[config.mk]
export PLATFORM = sky130hd
export DESIGN_NAME = hazard_ctrl
export DESIGN_NICKNAME = d
export VERILOG_FILES = /design/src/rtl/riscv_pkg.sv /design/src/rtl/sat_counter.sv /design/src/rtl/hazard_ctrl.sv
export SDC_FILE = /design/constraint.sdc
export NUM_CORES = 1
export LEC_CHECK = 0
export BUFFER_PORTS_ARGS = -buffer_cell sky130_fd_sc_hd__buf_4
export CORE_ASPECT_RATIO = 0.5
export CORE_MARGIN = 3
export CORE_UTILIZATION = 35
export CTS_CLUSTER_DIAMETER = 30
export DETAILED_ROUTE_END_ITERATION = 12
export PLACE_DENSITY = 0.58
export SYNTH_ARGS = -nofsm -noshare
export SYNTH_HDL_FRONTEND = slang
export SYNTH_HIERARCHICAL = 1
export SYNTH_SLANG_ARGS = --single-unit
[constraint.sdc]
create_clock -name clk -period 2.1 [get_ports clk]
set_clock_uncertainty 0.1 [all_clocks]
set_input_delay 0.315 -clock clk [delete_from_list [all_inputs] [get_ports clk]]
set_output_delay 0.315 -clock clk [all_outputs]
set_load 0.01 [all_outputs]
[src/rtl/riscv_pkg.sv]
// Shared RV32 core definitions used by the pipeline control blocks.
//   hz_state_t : sequencing states of the hazard controller
//   OP_LOAD    : major opcode of the load instructions
//   REG_ZERO   : architectural register x0 (never a real dependency)
package riscv_pkg;

   typedef enum logic [1:0] {
      RUN,
      LU_STALL,
      MEM_WAIT,
      FLUSH
   } hz_state_t;

   localparam logic [6:0] OP_LOAD  = 7'b0000011;
   localparam logic [4:0] REG_ZERO = 5'd0;

endpackage

[src/rtl/sat_counter.sv]
// Saturating up-counter used for the pipeline performance statistics.
// Ports:
//   clk  : clock
//   rst  : asynchronous, active-high clear
//   inc  : count this cycle
//   cnt  : current count, sticks at all-ones instead of wrapping
module sat_counter #(
   parameter int W = 16
) (
   input  logic         clk,
   input  logic         rst,
   input  logic         inc,
   output logic [W-1:0] cnt
);

   always_ff @(posedge clk or posedge rst) begin
      if (rst) begin
         cnt <= '0;
      end else if (inc && (cnt != '1)) begin
         cnt <= cnt + W'(1);
      end
   end

endmodule

[src/rtl/hazard_ctrl.sv]
// Pipeline sequencing controller for the RV32 5-stage core. Produces the
// enable and squash controls of the PC, IF/ID and ID/EX registers from
// load-use hazards, EX-stage redirects and multi-cycle data accesses, and
// keeps saturating stall/flush cycle counters.
// Ports:
//   clk, rst                  : clock, asynchronous active-high reset
//   id_rs1/id_rs2             : source registers of the ID instruction
//   id_use_rs1/id_use_rs2     : ID instruction actually reads rs1/rs2
//   de_rd/de_wer/de_is_load   : destination, write enable, load flag in ID/EX
//   ex_redirect               : one-cycle taken branch/jump pulse from EX
//   dmem_req/dmem_ack         : outstanding data access / completion
//   pc_en/fd_en/de_en         : register load enables
//   fd_flush/de_flush         : IF/ID and ID/EX squash
//   stall_cnt/flush_cnt       : performance counters
module hazard_ctrl
   import riscv_pkg::*;
#(
   parameter int REDIRECT_BUBBLES = 2,
   parameter int CNT_W            = 16
) (
   input  logic             clk,
   input  logic             rst,
   input  logic [4:0]       id_rs1,
   input  logic [4:0]       id_rs2,
   input  logic             id_use_rs1,
   input  logic             id_use_rs2,
   input  logic [4:0]       de_rd,
   input  logic             de_wer,
   input  logic             de_is_load,
   input  logic             ex_redirect,
   input  logic             dmem_req,
   input  logic             dmem_ack,
   output logic             pc_en,
   output logic             fd_en,
   output logic             de_en,
   output logic             fd_flush,
   output logic             de_flush,
   output logic [CNT_W-1:0] stall_cnt,
   output logic [CNT_W-1:0] flush_cnt
);

   localparam logic [2:0] BUB_LOAD = 3'(REDIRECT_BUBBLES - 1);

   hz_state_t  state_reg, state_next;
   logic [2:0] bubble_cnt_reg, bubble_cnt_next;
   logic       redirect_pend_reg, redirect_pend_next;

   logic mem_stall;
   logic lu_hit;

   assign mem_stall = dmem_req & ~dmem_ack;

   assign lu_hit = de_is_load & de_wer & (de_rd != REG_ZERO) &
                   ((id_use_rs1 & (id_rs1 == de_rd)) |
                    (id_use_rs2 & (id_rs2 == de_rd)));

   always_ff @(posedge clk or posedge rst) begin
      if (rst) begin
         state_reg         <= RUN;
         bubble_cnt_reg    <= '0;
         redirect_pend_reg <= 1'b0;
      end else begin
         state_reg         <= state_next;
         bubble_cnt_reg    <= bubble_cnt_next;
         redirect_pend_reg <= redirect_pend_next;
      end
   end

   always_comb begin
      state_next         = state_reg;
      bubble_cnt_next    = bubble_cnt_reg;
      redirect_pend_next = redirect_pend_reg;
      pc_en              = 1'b1;
      fd_en              = 1'b1;
      de_en              = 1'b1;
      fd_flush           = 1'b0;
      de_flush           = 1'b0;

      case (state_reg)
         RUN: begin
            if (mem_stall) begin
               state_next = MEM_WAIT;
            end else if (ex_redirect) begin
               state_next      = FLUSH;
               bubble_cnt_next = BUB_LOAD;
            end else if (lu_hit) begin
               // Hold PC and IF/ID, let a bubble into ID/EX this very cycle.
               state_next = LU_STALL;
               pc_en      = 1'b0;
               fd_en      = 1'b0;
               de_flush   = 1'b1;
            end
         end

         LU_STALL: begin
            // The bubble has already been inserted; lu_hit is ignored here
            // so the same load/consumer pair cannot stall a second time.
            if (mem_stall) begin
               state_next = MEM_WAIT;
            end else if (ex_redirect) begin
               state_next      = FLUSH;
               bubble_cnt_next = BUB_LOAD;
            end else begin
               state_next = RUN;
            end
         end

         MEM_WAIT: begin
            pc_en = 1'b0;
            fd_en = 1'b0;
            de_en = 1'b0;
            if (dmem_ack) begin
               redirect_pend_next = 1'b0;
               if (redirect_pend_reg || ex_redirect) begin
                  state_next      = FLUSH;
                  bubble_cnt_next = BUB_LOAD;
               end else begin
                  state_next = RUN;
               end
            end else if (ex_redirect) begin
               redirect_pend_next = 1'b1;
            end
         end

         FLUSH: begin
            fd_flush = 1'b1;
            de_flush = 1'b1;
            if (mem_stall) begin
               pc_en = 1'b0;
               fd_en = 1'b0;
               de_en = 1'b0;
            end
            // A fresh redirect restarts the squash window even while frozen.
            if (ex_redirect) begin
               bubble_cnt_next = BUB_LOAD;
            end else if (!mem_stall) begin
               if (bubble_cnt_reg == 3'd0) begin
                  state_next = RUN;
               end else begin
                  bubble_cnt_next = bubble_cnt_reg - 3'd1;
               end
            end
         end

         default: begin
            state_next = RUN;
         end
      endcase

      // Reset holds the pipeline frozen with both squashes asserted.
      if (rst) begin
         pc_en    = 1'b0;
         fd_en    = 1'b0;
         de_en    = 1'b0;
         fd_flush = 1'b1;
         de_flush = 1'b1;
      end
   end

   // Counter 0: stall cycles, counter 1: flush cycles.
   logic [1:0]       cnt_inc;
   logic [CNT_W-1:0] cnt_val [2];

   assign cnt_inc[0] = (state_reg == LU_STALL) || (state_reg == MEM_WAIT);
   assign cnt_inc[1] = fd_flush | de_flush;

   for (genvar gi = 0; gi < 2; gi++) begin : g_cnt
      sat_counter #(.W(CNT_W)) u_cnt (
         .clk (clk),
         .rst (rst),
         .inc (cnt_inc[gi]),
         .cnt (cnt_val[gi])
      );
   end

   assign stall_cnt = cnt_val[0];
   assign flush_cnt = cnt_val[1];

endmodule

==> reports/metrics.cfg <==
[status]
status=finished with violations
violations=setup timing

[synth]
ys_warn_count=6
synth_top_cell_area_share_pct=41.30
synth_seq_cells=38
syn_nets=259
synth-seq-area-share_pct=41.30
synth_area_leader_cell=dfrtp_1
ys_async_sr_fraction_pct=100.0
synthTopCellsByArea=dfrtp_1 41%, xnor2_1 9.9%, ha_1 4.9%, xor2_1 3.8%, nand3_1 3.0%
postSynthCellCount=226
synth_commonest_cells=38 x dfrtp_1, 26 x xnor2_1, 15 x nand2_1, 14 x nand3_1, 12 x nor2_1
synth_area_per_cell_um2=10.19
yosysMostFrequentCell=dfrtp_1
synth_edf_count=0
yosysUniqueCellTypes=44
synthFlopType=dfrtp_1
synthesis.area_mm2=0.002302

[cts]
cts_max_level=2
clk_path_buf_depth=2
cts_root_buf=clkbuf_16
cts_tree=built
cts_num_sinks=38
clkTransAtPathRegs_ns=0.06
clock_latency_ns=0.28
cts_made_buffers=5

[floorplanning]
start_util_pct=37.10
die_h_um=63.35
core_mm2=0.006206
die_area_mm2=0.007646
fp-row-count=20
die_x_um=120.7
ios=61

[sta]
tightest_slew_ns=0.6476
maxSlewHeadroom_pct=56.78
max_freq_mhz=461.9
setup_viol=3
fin_crit_ns=2.165
rsz0062_at_grt=yes
drv_slew=0
fin_crit_sh_pct=103.1
hold_violations=0
finalWorstSetupSlack_ns=-0.06475

[placed_design]
dp.cells=387
place_area_mm2=0.003028
dp_slack_ns=-0.3987
dp_hpwl_mm=4.114
gp_congestion=0.8439
port_buffers=60

[detailed_routing]
drc=0
firstDrtPassIters=4
drtIter0Drc=67
via_per_inst=4.935
ant_nets=0
wirelength_mm=5.497
num_vias=1969
post_drt_wl_per_cell_um=13.78

[grt]
grt_max_degree=17
met2_usage_pct=23.49
antenna_found_initial=0
grt_first_pass_wirelength_mm=9.073
use_met3_pct=4.484
grt_remaining_overflow=0
grt_util_met1_pct=19.64
grt_pass1_vias=1831
busiest_layer=met2
grt.total_usage_pct=14.75

[power_and_ir_drop]
leakage_nw=1.601
p_int_w=0.002190
p_per_area_mw_per_mm2=1042
power.sequential.fraction_pct=34.0
switching_share_pct=36.97
switchingPower_w=0.001285
clkPwrFrac_pct=20.6
irDropWorstVdd_v=0.0005262
pwr-share-comb_pct=45.4
finalPower_w=0.003475

[setup_path]
timing.rr.start=state_reg[0]$_DFFE_PP0P_
worstPathArrival_ns=1.75
r2r_slack_ns=0.03
critPathLaunchType=input port
cp-startpoint=de_rd[4]
end_kind=output pin
cp_max_fo=3
crit_type=in -> out
cp_data_required_time_ns=1.68

[cells_and_area]
final_core_util_pct=53.73
finalNonFillerCells=399
area_delta_synth_final_pct=44.84
drive_gt1_share_pct=42.12
nets=344
largest_reg_flops=32
antenna_cells=0
postLayoutCellArea_mm2=0.003334

[min_path]
min_path_type=in -> async

[run]
max_cap_violations=0

==> worst max-delay path, stage by stage <==
cell and delay, ns:
buf_6 0.11, or4_4 0.54, o2111ai_4 0.22, buf_4 0.15, buf_6 0.09, o21ai_2 0.05, a21oi_2 0.14, buf_4 0.14
==> cell type report <==
class,instances,area [µm²]
clock buffer,5,125.1
clock inverter,2,10.01
fill,593,2872
inverter,9,33.78
multi-input combinational,176,1460
sequential,38,950.9
tap,88,110.1
timing repair buffer,81,644.4
==> logic make-up after synthesis <==
kind of cell | count (synthesis) | share of synthesized area [%]
mux | 6 | 3.152
compound gates | 32 | 8.967
xor+xnor | 36 | 13.70
buf+inv | 12 | 2.174
simple gates | 93 | 25.82
fa+ha+maj | 9 | 4.891
flops | 38 | 41.30
==> placed cells by master (no fill, tap or decap), types with 8 or more instances in the layout <==
cell type / netlist / final
o21ai_0: 9 / 8
nand4_1: 11 / 11
a21oi_1: 11 / 10
dfrtp_1: 38 / 38
nand3_1: 14 / 13
xnor2_1: 26 / 20
xor2_1: 10 / 10
nand2_1: 15 / 15
buf_4: 1 / 72
nor2_1: 12 / 12
==> routing by layer <==
| metal | vias to the layer above | part of all wire, % |
|---|---|---|
| li1 | 977 | - |
| met1 | 963 | 47 |
| met2 | 24 | 49 |
| met3 | 5 | 3.1 |
| met4 | 0 | 0.89 |
| met5 | - | 0 |
==> worst paths after layout <==
path | endpoint | cells past startpoint
worst max-delay path | pc_en | 8
worst min-delay path | g_cnt[0].u_cnt/cnt[4]$_DFFE_PP0P_ | 2
worst max register to register | g_cnt[1].u_cnt/cnt[14]$_DFFE_PP0P_ | 10
worst min register to register | bubble_cnt_reg[1]$_DFFE_PP0P_ | 2
max in group asynchronous | state_reg[1]$_DFFE_PP0P_ | 3
min in group clk | redirect_pend_reg$_DFFE_PP0P_ | 3
==> timing repair <==
action                     CTS  global route
hold endpoints to repair     6             0
resized for setup           18            13
setup buffers                3             1
hold buffers                 1             0
pin swaps                    7             5
setup endpoints to repair    9            18
==> power by group through the flow <==
stage               Combinational (W)  Clock [W]  Sequential, W
floorplan                    0.000838          0        0.00118
global placement              0.00146          0        0.00117
detailed placement            0.00148          0        0.00117
CTS                           0.00153   0.000740        0.00117
global route                  0.00174   0.000773        0.00122
finish                        0.00158   0.000716        0.00118
==> per-stage QoR <==
stage	hold slack, ns	TNS [ns]
2_1_floorplan	0.005959	-0.3519
3_3_place_gp	0.2110	-3.238
3_5_place_dp	0.2148	-4.101
4_1_cts	0.08255	-0.02749
5_1_grt	0.1200	-0.9590
6_report	0.06731	-0.1396
Note: power is estimated with default switching activity, not from simulation.
